--- config.mk ---
export PLATFORM = sky130hd
export DESIGN_NAME = nibble_serial_add_ctrl
export DESIGN_NICKNAME = d
export VERILOG_FILES = /design/src/rtl/nibble_serial_add_ctrl.sv
export SDC_FILE = /design/constraint.sdc
export NUM_CORES = 1
export LEC_CHECK = 0
export ABC_CLOCK_PERIOD_IN_PS = 2900
export BUFFER_PORTS_ARGS = -buffer_cell sky130_fd_sc_hd__buf_2
export CELL_PAD_IN_SITES_DETAIL_PLACEMENT = 2
export CELL_PAD_IN_SITES_GLOBAL_PLACEMENT = 2
export CORE_MARGIN = 5
export CORE_UTILIZATION = 34
export CTS_CLUSTER_SIZE = 10
export DETAILED_ROUTE_END_ITERATION = 8
export GPL_TIMING_DRIVEN = 0
export HOLD_SLACK_MARGIN = 0.03
export MAX_ROUTING_LAYER = met4
export PLACE_DENSITY_LB_ADDON = 0.1
export SYNTH_ARGS = -nofsm -noshare
export SYNTH_HDL_FRONTEND = slang
export SYNTH_SLANG_ARGS = --single-unit
--- constraint.sdc ---
create_clock -name clk -period 2.9 [get_ports clk]
set_input_delay 0.435 -clock clk [delete_from_list [all_inputs] [get_ports clk]]
set_output_delay 0.435 -clock clk [all_outputs]
set_load 0.01 [all_outputs]
--- src/rtl/nibble_serial_add_ctrl.sv ---
// Wide add/subtract built from one 4-bit adder slice reused once per clock, LSB nibble first.
// A start accepted at edge k gives done after edge k+NIBBLES; start is ignored while busy.
module nibble_serial_add_ctrl #(
  parameter int NIBBLES = 4
) (
  input  logic                   clk,
  input  logic                   rst_n,
  input  logic                   start,
  input  logic                   op_sub,
  input  logic                   carry_in,
  input  logic [4*NIBBLES-1:0]   a,
  input  logic [4*NIBBLES-1:0]   b,
  output logic                   busy,
  output logic                   done,
  output logic [4*NIBBLES-1:0]   sum,
  output logic                   carry_out,
  output logic                   overflow
);

  localparam int W  = 4 * NIBBLES;
  localparam int CW = (NIBBLES > 1) ? $clog2(NIBBLES) : 1;

  typedef enum logic [1:0] {
    S_IDLE = 2'd0,
    S_RUN  = 2'd1,
    S_DONE = 2'd2
  } state_t;

  state_t          r_state;
  logic [W-1:0]    r_a;
  logic [W-1:0]    r_b;
  logic [W-1:0]    r_sum;
  logic [CW-1:0]   r_cnt;
  logic            r_carry;
  logic            r_carry_out;
  logic            r_ovf;

  logic [3:0]      w_a_nib;
  logic [3:0]      w_b_nib;
  logic [4:0]      w_slice;
  logic            w_last;

  assign w_a_nib = r_a[{r_cnt, 2'b00} +: 4];
  assign w_b_nib = r_b[{r_cnt, 2'b00} +: 4];
  assign w_slice = {1'b0, w_a_nib} + {1'b0, w_b_nib} + {4'b0000, r_carry};
  assign w_last  = (r_cnt == CW'(NIBBLES - 1));

  always_ff @(posedge clk or negedge rst_n) begin
    if (!rst_n) begin
      r_state     <= S_IDLE;
      r_a         <= '0;
      r_b         <= '0;
      r_sum       <= '0;
      r_cnt       <= '0;
      r_carry     <= 1'b0;
      r_carry_out <= 1'b0;
      r_ovf       <= 1'b0;
    end else begin
      case (r_state)
        S_IDLE, S_DONE: begin
          if (start) begin
            // Subtraction is a + ~b + 1, so the inversion and forced carry happen at capture.
            r_a         <= a;
            r_b         <= op_sub ? ~b : b;
            r_carry     <= op_sub | carry_in;
            r_cnt       <= '0;
            r_sum       <= '0;
            r_carry_out <= 1'b0;
            r_ovf       <= 1'b0;
            r_state     <= S_RUN;
          end else begin
            r_state <= S_IDLE;
          end
        end
        S_RUN: begin
          r_sum[{r_cnt, 2'b00} +: 4] <= w_slice[3:0];
          r_carry                    <= w_slice[4];
          if (w_last) begin
            r_carry_out <= w_slice[4];
            r_ovf       <= (r_a[W-1] == r_b[W-1]) && (w_slice[3] != r_a[W-1]);
            r_state     <= S_DONE;
          end else begin
            r_cnt <= r_cnt + CW'(1);
          end
        end
        default: r_state <= S_IDLE;
      endcase
    end
  end

  assign busy      = (r_state == S_RUN);
  assign done      = (r_state == S_DONE);
  assign sum       = r_sum;
  assign carry_out = r_carry_out;
  assign overflow  = r_ovf;

endmodule

==> results of run 1 <==
[how the worst max path moves through the flow]
stage                     startpoint   endpoint  slack (ns)  depth (start not counted)
after floorplan             r_cnt[0]    r_carry        0.29                          8
after global placement      r_cnt[0]    r_carry       -0.15                          8
after detailed placement    r_cnt[0]    r_carry       -0.19                          8
after CTS                   r_cnt[0]     sum[6]        0.09                          6
after global routing        r_cnt[0]  carry_out        0.03                          8
final                       r_cnt[0]  carry_out        0.14                          8
[routing by layer]
metal / track usage / share of wire / vias up / wire length [um]
met5: - / 0 / - / 0
met4: 0.0315 / 0.0085 / 0 / 61
met3: 0.0269 / 0.035 / 5 / 254
met2: 0.290 / 0.53 / 39 / 3840
met1: 0.183 / 0.42 / 1050 / 3060
li1: - / - / 956 / -
[logic make-up (layout without fill, tap and decap cells)]
family                     count (synthesis)  in the layout  synth area share
and+or+nand+nor                           92             92             0.158
DFF                                       55             55             0.515
AOI/OAI and AO/OA                         47             47             0.117
xor gates and xnor gates                  18             18            0.0590
buffers and inverters                     17             81            0.0346
adders and majority gates                  9              9            0.0478
muxes                                      8              8            0.0688
[state kept, by name, summed over array words and instances (netlist names)]
signal and cells:
r_carry 1, sum 16, carry_out 1, r_b 16, overflow 1, r_state 2
r_cnt 2, r_a 16
[critical path: stages, from the launching register on]
cell     delay, ns
dfrtp_2       0.39
buf_6         0.18
mux4_2        0.56
fa_1          0.45
fa_1          0.45
a21oi_1       0.24
nor2b_1       0.09
o21ai_2       0.16
o21ai_0       0.10
[metrics by stage]
step / TNS, ns / utilization / instance area, um^2
floorplan: 0 / - / 2670
global placement: -0.712 / 0.400 / 3080
detailed placement: -1.00 / 0.400 / 3080
CTS: 0 / 0.414 / 3190
global route: 0 / 0.416 / 3200
finish: 0 / 0.416 / 3200
[power by group through the flow]
| stage | Clock (uW) | Combinational (uW) | Sequential [uW] |
|---|---|---|---|
| final | 470 | 2120 | 1290 |
| after floorplan | 0 | 1330 | 1300 |
| after global placement | 0 | 1990 | 1310 |
| after detailed placement | 0 | 2070 | 1330 |
| after CTS | 483 | 2130 | 1290 |
| after global routing | 511 | 2320 | 1330 |
[cell usage after synthesis, types with 2 or more instances]
master    number  area share
a21oi_1        5      0.0094
a21oi_2        2      0.0066
a22o_1        16       0.052
buf_2          8       0.015
buf_6          2      0.0084
clkbuf_1       2      0.0028
dfrtp_1       55        0.51
fa_1           2       0.015
ha_1           7       0.033
inv_1          4      0.0056
mux4_2         7       0.059
nand2_1       71        0.10
nand2b_1       2      0.0047
nand3_1        4      0.0075
nor2_1         4      0.0056
nor2b_1        3      0.0070
o21ai_0       21       0.039
xnor2_1       17       0.056
[repair_timing]
action                     CTS  global route
setup endpoints to repair    7             6
cloned                       0             0
setup buffers                1             0
resized for setup            3             2
[final cells by class]
cell class | count | area [um^2] | area share
Clock buffer | 8 | 100 | 0.0313
Sequential cell | 55 | 1380 | 0.431
Tap cell | 102 | 128 | 0.0399
Timing Repair Buffer | 56 | 285 | 0.0892
Inverter | 4 | 15.0 | 0.00469
Buffer | 13 | 78.8 | 0.0246
Multi-Input combinational cell | 174 | 1210 | 0.380
==> results.json, run 1 <==
{
  "outcome": "finished clean",
  "grt_overflow": 0,
  "gp_congestion": 0.709,
  "layout_commonest_cell": "nand2_1",
  "wl_per_cell_um": 17.5,
  "reg2reg_depth": 8,
  "drv_cap": 0,
  "place_ws_ns": -0.192,
  "dr_total_vias": 2050,
  "drc": 0,
  "grt_pass1_wl_mm": 11.8,
  "die_y_um": 98.7,
  "netlist_area_um2": 2670,
  "grt_usage": 0.159,
  "drive_above_1_share": 0.297,
  "p_clk_frac": 0.121,
  "dp_hpwl_mm": 5.30,
  "reg2reg_from": "r_cnt[0]",
  "p_sw_uw": 1710,
  "synth.avg_cell_area_um2": 10.9,
  "max_freq_ghz": 0.362,
  "clkLatencyLatePin_ns": 0.30,
  "finalNetCount": 355,
  "pwr-share-comb": 0.547,
  "hold_path.class": "primary input to async pin",
  "io_pins": 57,
  "layout_common_cells": "nand2_1 (71), buf_2 (62), dfrtp_1 (54)",
  "power_density_nw_per_um2": 1210,
  "cp-start-kind": "register",
  "postCtsHoldBufs": 0,
  "whs_ns": 0.172,
  "fin_crit_ns": 2.76,
  "cts_tree": "yes",
  "peakVddDrop_uv": 507,
  "cts.clk_slew.worst_paths_ns": 0.10,
  "viasPerCell": 4.98,
  "die_area_um2": 9730,
  "area_delta_synth_final_pct": 19.7,
  "cp.required_ns": 3.09,
  "drtIter0Drc": 33,
  "ant_nets": 0,
  "clkSinkCount": 55,
  "first_global_vias": 2358,
  "synth_cells": 246,
  "core_area_um2": 7690,
  "routed_wl_mm": 7.21,
  "port-buffer-count": 55,
  "fill_cells": 874,
  "synthFlopType": "dfrtp_1",
  "swShare": 0.442,
  "p_seq_frac": 0.332,
  "ys_ff_latch": 55,
  "clockRootBuffer": "clkbuf_8",
  "cp_max_fo": 10,
  "r2r-end": "carry_out",
  "intPower_uw": 2160,
  "seq_area_frac_synth": 0.515,
  "cts_buffer_depth": 2,
  "leakage_uw": 0.00159,
  "syn_nets": 292,
  "initial_core_util": 0.348,
  "async_reset_ff_frac": 1.00,
  "cp.arrival_ns": 2.95,
  "power_uw": 3870,
  "timing.reg2reg.setup_slack_ns": 0.14,
  "h-tree-depth": 2,
  "antenna_found_initial": 0,
  "place_inst": 403,
  "finalHoldViolations": 0,
  "min_period_over_period": 0.952,
  "worstSetupPathType": "register to register",
  "die_w_um": 98.7,
  "drt_pass1_iterations": 4,
  "rows": 32,
  "setup_violations": 0,
  "synth_edf_count": 0,
  "max_slew_margin": 0.531,
  "fin_ws_ns": 0.139,
  "rsz0062_at_grt": "false",
  "n_antenna_cell": 0,
  "fin_worst_skew_ns": 0.00486,
  "synth_cell_types": 32,
  "finalNonFillerCells": 412,
  "slew_viol_final": 0,
  "grt_max_degree": 56,
  "cts_buffers": 5,
  "tightest_slew_ns": 0.703,
  "ys_warn_count": 0,
  "cp-end-kind": "register"
}
No activity file was read; power rests on OpenSTA's default activity.
==> run 2, diff against run 1 <==
--- a/config.mk
+++ b/config.mk
@@ -20,3 +20,4 @@
 export SYNTH_ARGS = -nofsm -noshare
 export SYNTH_HDL_FRONTEND = slang
 export SYNTH_SLANG_ARGS = --single-unit
+export TNS_END_PERCENT = 10
==> constraint.sdc (replaced) <==
create_clock -name clk -period 2.9 [get_ports clk]
set_input_delay 0.725 -clock clk [delete_from_list [all_inputs] [get_ports clk]]
set_output_delay 0.725 -clock clk [all_outputs]
set_load 0.01 [all_outputs]
==> run 2 against run 1 <==
Effect of this change:
- non-clock buffer count rose by 2
- largest cell class unchanged
- highest routed layer unchanged
- final cell count up 0.49%
- setup slack improved by 0.0051 ns
- total power grew 0.87%
- sequential power hardly changed
==> results.json, run 2 (synthesized netlist as in run 1, its figures left out) <==
{
  "outcome": "finished clean",
  "clockRootBuffer": "clkbuf_8",
  "place_inst": 403,
  "pwr-share-comb": 0.549,
  "worst_path_most_repeated_cell": "fa_1",
  "worstSetupPathType": "register to register",
  "multi_input_area_um2": 1210,
  "startpoint": "r_cnt[0]",
  "rows": 32,
  "max_freq_ghz": 0.363,
  "p_sw_uw": 1730,
  "cp_slowest_cell": "mux4_2",
  "cp.required_ns": 3.09,
  "leakage_uw": 0.00161,
  "drtIter0Drc": 21,
  "antenna_found_initial": 0,
  "drt_pass1_iterations": 3,
  "io_pins": 57,
  "p_seq_frac": 0.331,
  "gp_congestion": 0.709,
  "grt_pass1_wl_mm": 11.8,
  "max_slew_margin": 0.529,
  "core_area_um2": 7690,
  "timing.reg2reg.setup_slack_ns": 0.14,
  "min_period_over_period": 0.950,
  "cp-end-kind": "register",
  "cpLargestDelayFamily": "adder cells",
  "dp_hpwl_mm": 5.30,
  "drv_cap": 0,
  "postCtsHoldBufs": 0,
  "layout_common_cells": "nand2_1 (71), buf_2 (62), dfrtp_1 (54)",
  "n_antenna_cell": 0,
  "cts_buffer_depth": 2,
  "worstPathCellList": "buf_8 > mux4_2 > fa_1 > fa_1 > a21oi_1 > nor2b_1 > o21ai_2 > o21ai_0",
  "ant_nets": 0,
  "hold_path.class": "primary input to async pin",
  "power_uw": 3910,
  "cp_max_fo": 10,
  "rsz0062_at_grt": "false",
  "cts.clk_slew.worst_paths_ns": 0.10,
  "power_density_nw_per_um2": 1210,
  "finalNetCount": 357,
  "fill_cells": 874,
  "cp.depth": 8,
  "reg2reg_from": "r_cnt[0]",
  "clkSinkCount": 55,
  "cts_buffers": 5,
  "intPower_uw": 2180,
  "setup_violations": 0,
  "grt_usage": 0.158,
  "fin_worst_skew_ns": 0.00379,
  "area_delta_synth_final_pct": 20.4,
  "wl_per_cell_um": 17.5,
  "peakVddDrop_uv": 508,
  "finalNonFillerCells": 414,
  "dr_total_vias": 2066,
  "tightest_slew_ns": 0.706,
  "r2r-end": "carry_out",
  "finalHoldViolations": 0,
  "drc": 0,
  "layout_commonest_cell": "nand2_1",
  "clkLatencyLatePin_ns": 0.31,
  "grt_overflow": 0,
  "p_clk_frac": 0.121,
  "initial_core_util": 0.348,
  "placed_area_um2": 3080,
  "seq_area_um2": 1380,
  "cp_num_buf_inv": 1,
  "die_w_um": 98.7,
  "cp.arrival_ns": 2.94,
  "port-buffer-count": 55,
  "fin_crit_ns": 2.76,
  "drive_above_1_share": 0.301,
  "final_core_util": 0.419,
  "cp-start-kind": "register",
  "cts_tree": "yes",
  "die_area_um2": 9730,
  "h-tree-depth": 2,
  "slowest_delay_ns": 0.56,
  "design_area_um2": 3220,
  "first_global_vias": 2349,
  "reg2reg_depth": 8,
  "viasPerCell": 4.99,
  "swShare": 0.442,
  "crit_path_end": "carry_out",
  "die_y_um": 98.7,
  "slew_viol_final": 0,
  "routed_wl_mm": 7.26,
  "grt_max_degree": 56
}
[run 2: cell count changes in the layout (fill, tap and decap cells not counted)]
| cell | before | now |
|---|---|---|
| buf_4 | 3 | 5 |
| buf_6 | 2 | 1 |
| buf_8 | 0 | 1 |
[run 2: per-layer routing]
| metal | up-vias | GRT usage | share of wire |
|---|---|---|---|
| met4 | 0 | 0.0315 | 0.0084 |
| met2 | 39 | 0.288 | 0.54 |
| met1 | 1063 | 0.183 | 0.42 |
| met3 | 5 | 0.0269 | 0.035 |
| met5 | - | - | 0 |
| li1 | 959 | - | - |
[run 2: area by class of cell]
type                            instances  area share
Inverter                                4     0.00467
Multi-Input combinational cell        174       0.378
Timing Repair Buffer                   58      0.0933
Buffer                                 13      0.0257
Clock buffer                            8      0.0311
Tap cell                              102      0.0397
Sequential cell                        55       0.428
[run 2: worst register-to-register path, stage by stage, from the launching register on]
cell and delay [ns]:
dfrtp_2 0.42, buf_8 0.18, mux4_2 0.56, fa_1 0.45, fa_1 0.45, a21oi_1 0.22
nor2b_1 0.09, o21ai_2 0.16, o21ai_0 0.10
[run 2: worst min-delay path by stage]
| stage | slack [ns] | to | start | cells after the start |
|---|---|---|---|---|
| floorplan | 0.43 | carry_out | rst_n | 0 |
| global placement | 0.45 | r_b[11] | r_b[11] | 2 |
| detailed placement | 0.46 | r_a[9] | r_a[9] | 2 |
| CTS | 0.49 | r_a[9] | r_a[9] | 2 |
| global route | 0.51 | r_a[9] | r_a[9] | 2 |
| finish | 0.46 | sum[6] | rst_n | 1 |
[run 2: power groups by stage]
stage / Combinational (uW) / Clock [uW] / Sequential (uW)
3_5_place_dp: 2070 / 0 / 1330
3_3_place_gp: 1990 / 0 / 1310
2_1_floorplan: 1330 / 0 / 1300
6_report: 2140 / 472 / 1290
4_1_cts: 2150 / 483 / 1320
5_1_grt: 2350 / 511 / 1330
[run 2: repair_timing]
| item | 4_1_cts | 5_1_grt |
|---|---|---|
| hold endpoints to repair | 0 | 0 |
| setup buffers | 0 | 3 |
| resized for setup | 6 | 0 |
| endpoints found under the setup margin | 7 | 4 |
[run 2: per-stage QoR]
stage,setup slack (ns),hold slack (ns),setup TNS (ns)
finish,0.145,0.460,0
global route,0.0199,0.510,0
CTS,-0.00838,0.488,-0.00838
detailed placement,-0.192,0.464,-1.00
global placement,-0.155,0.453,-0.712
floorplan,0.288,0.429,0
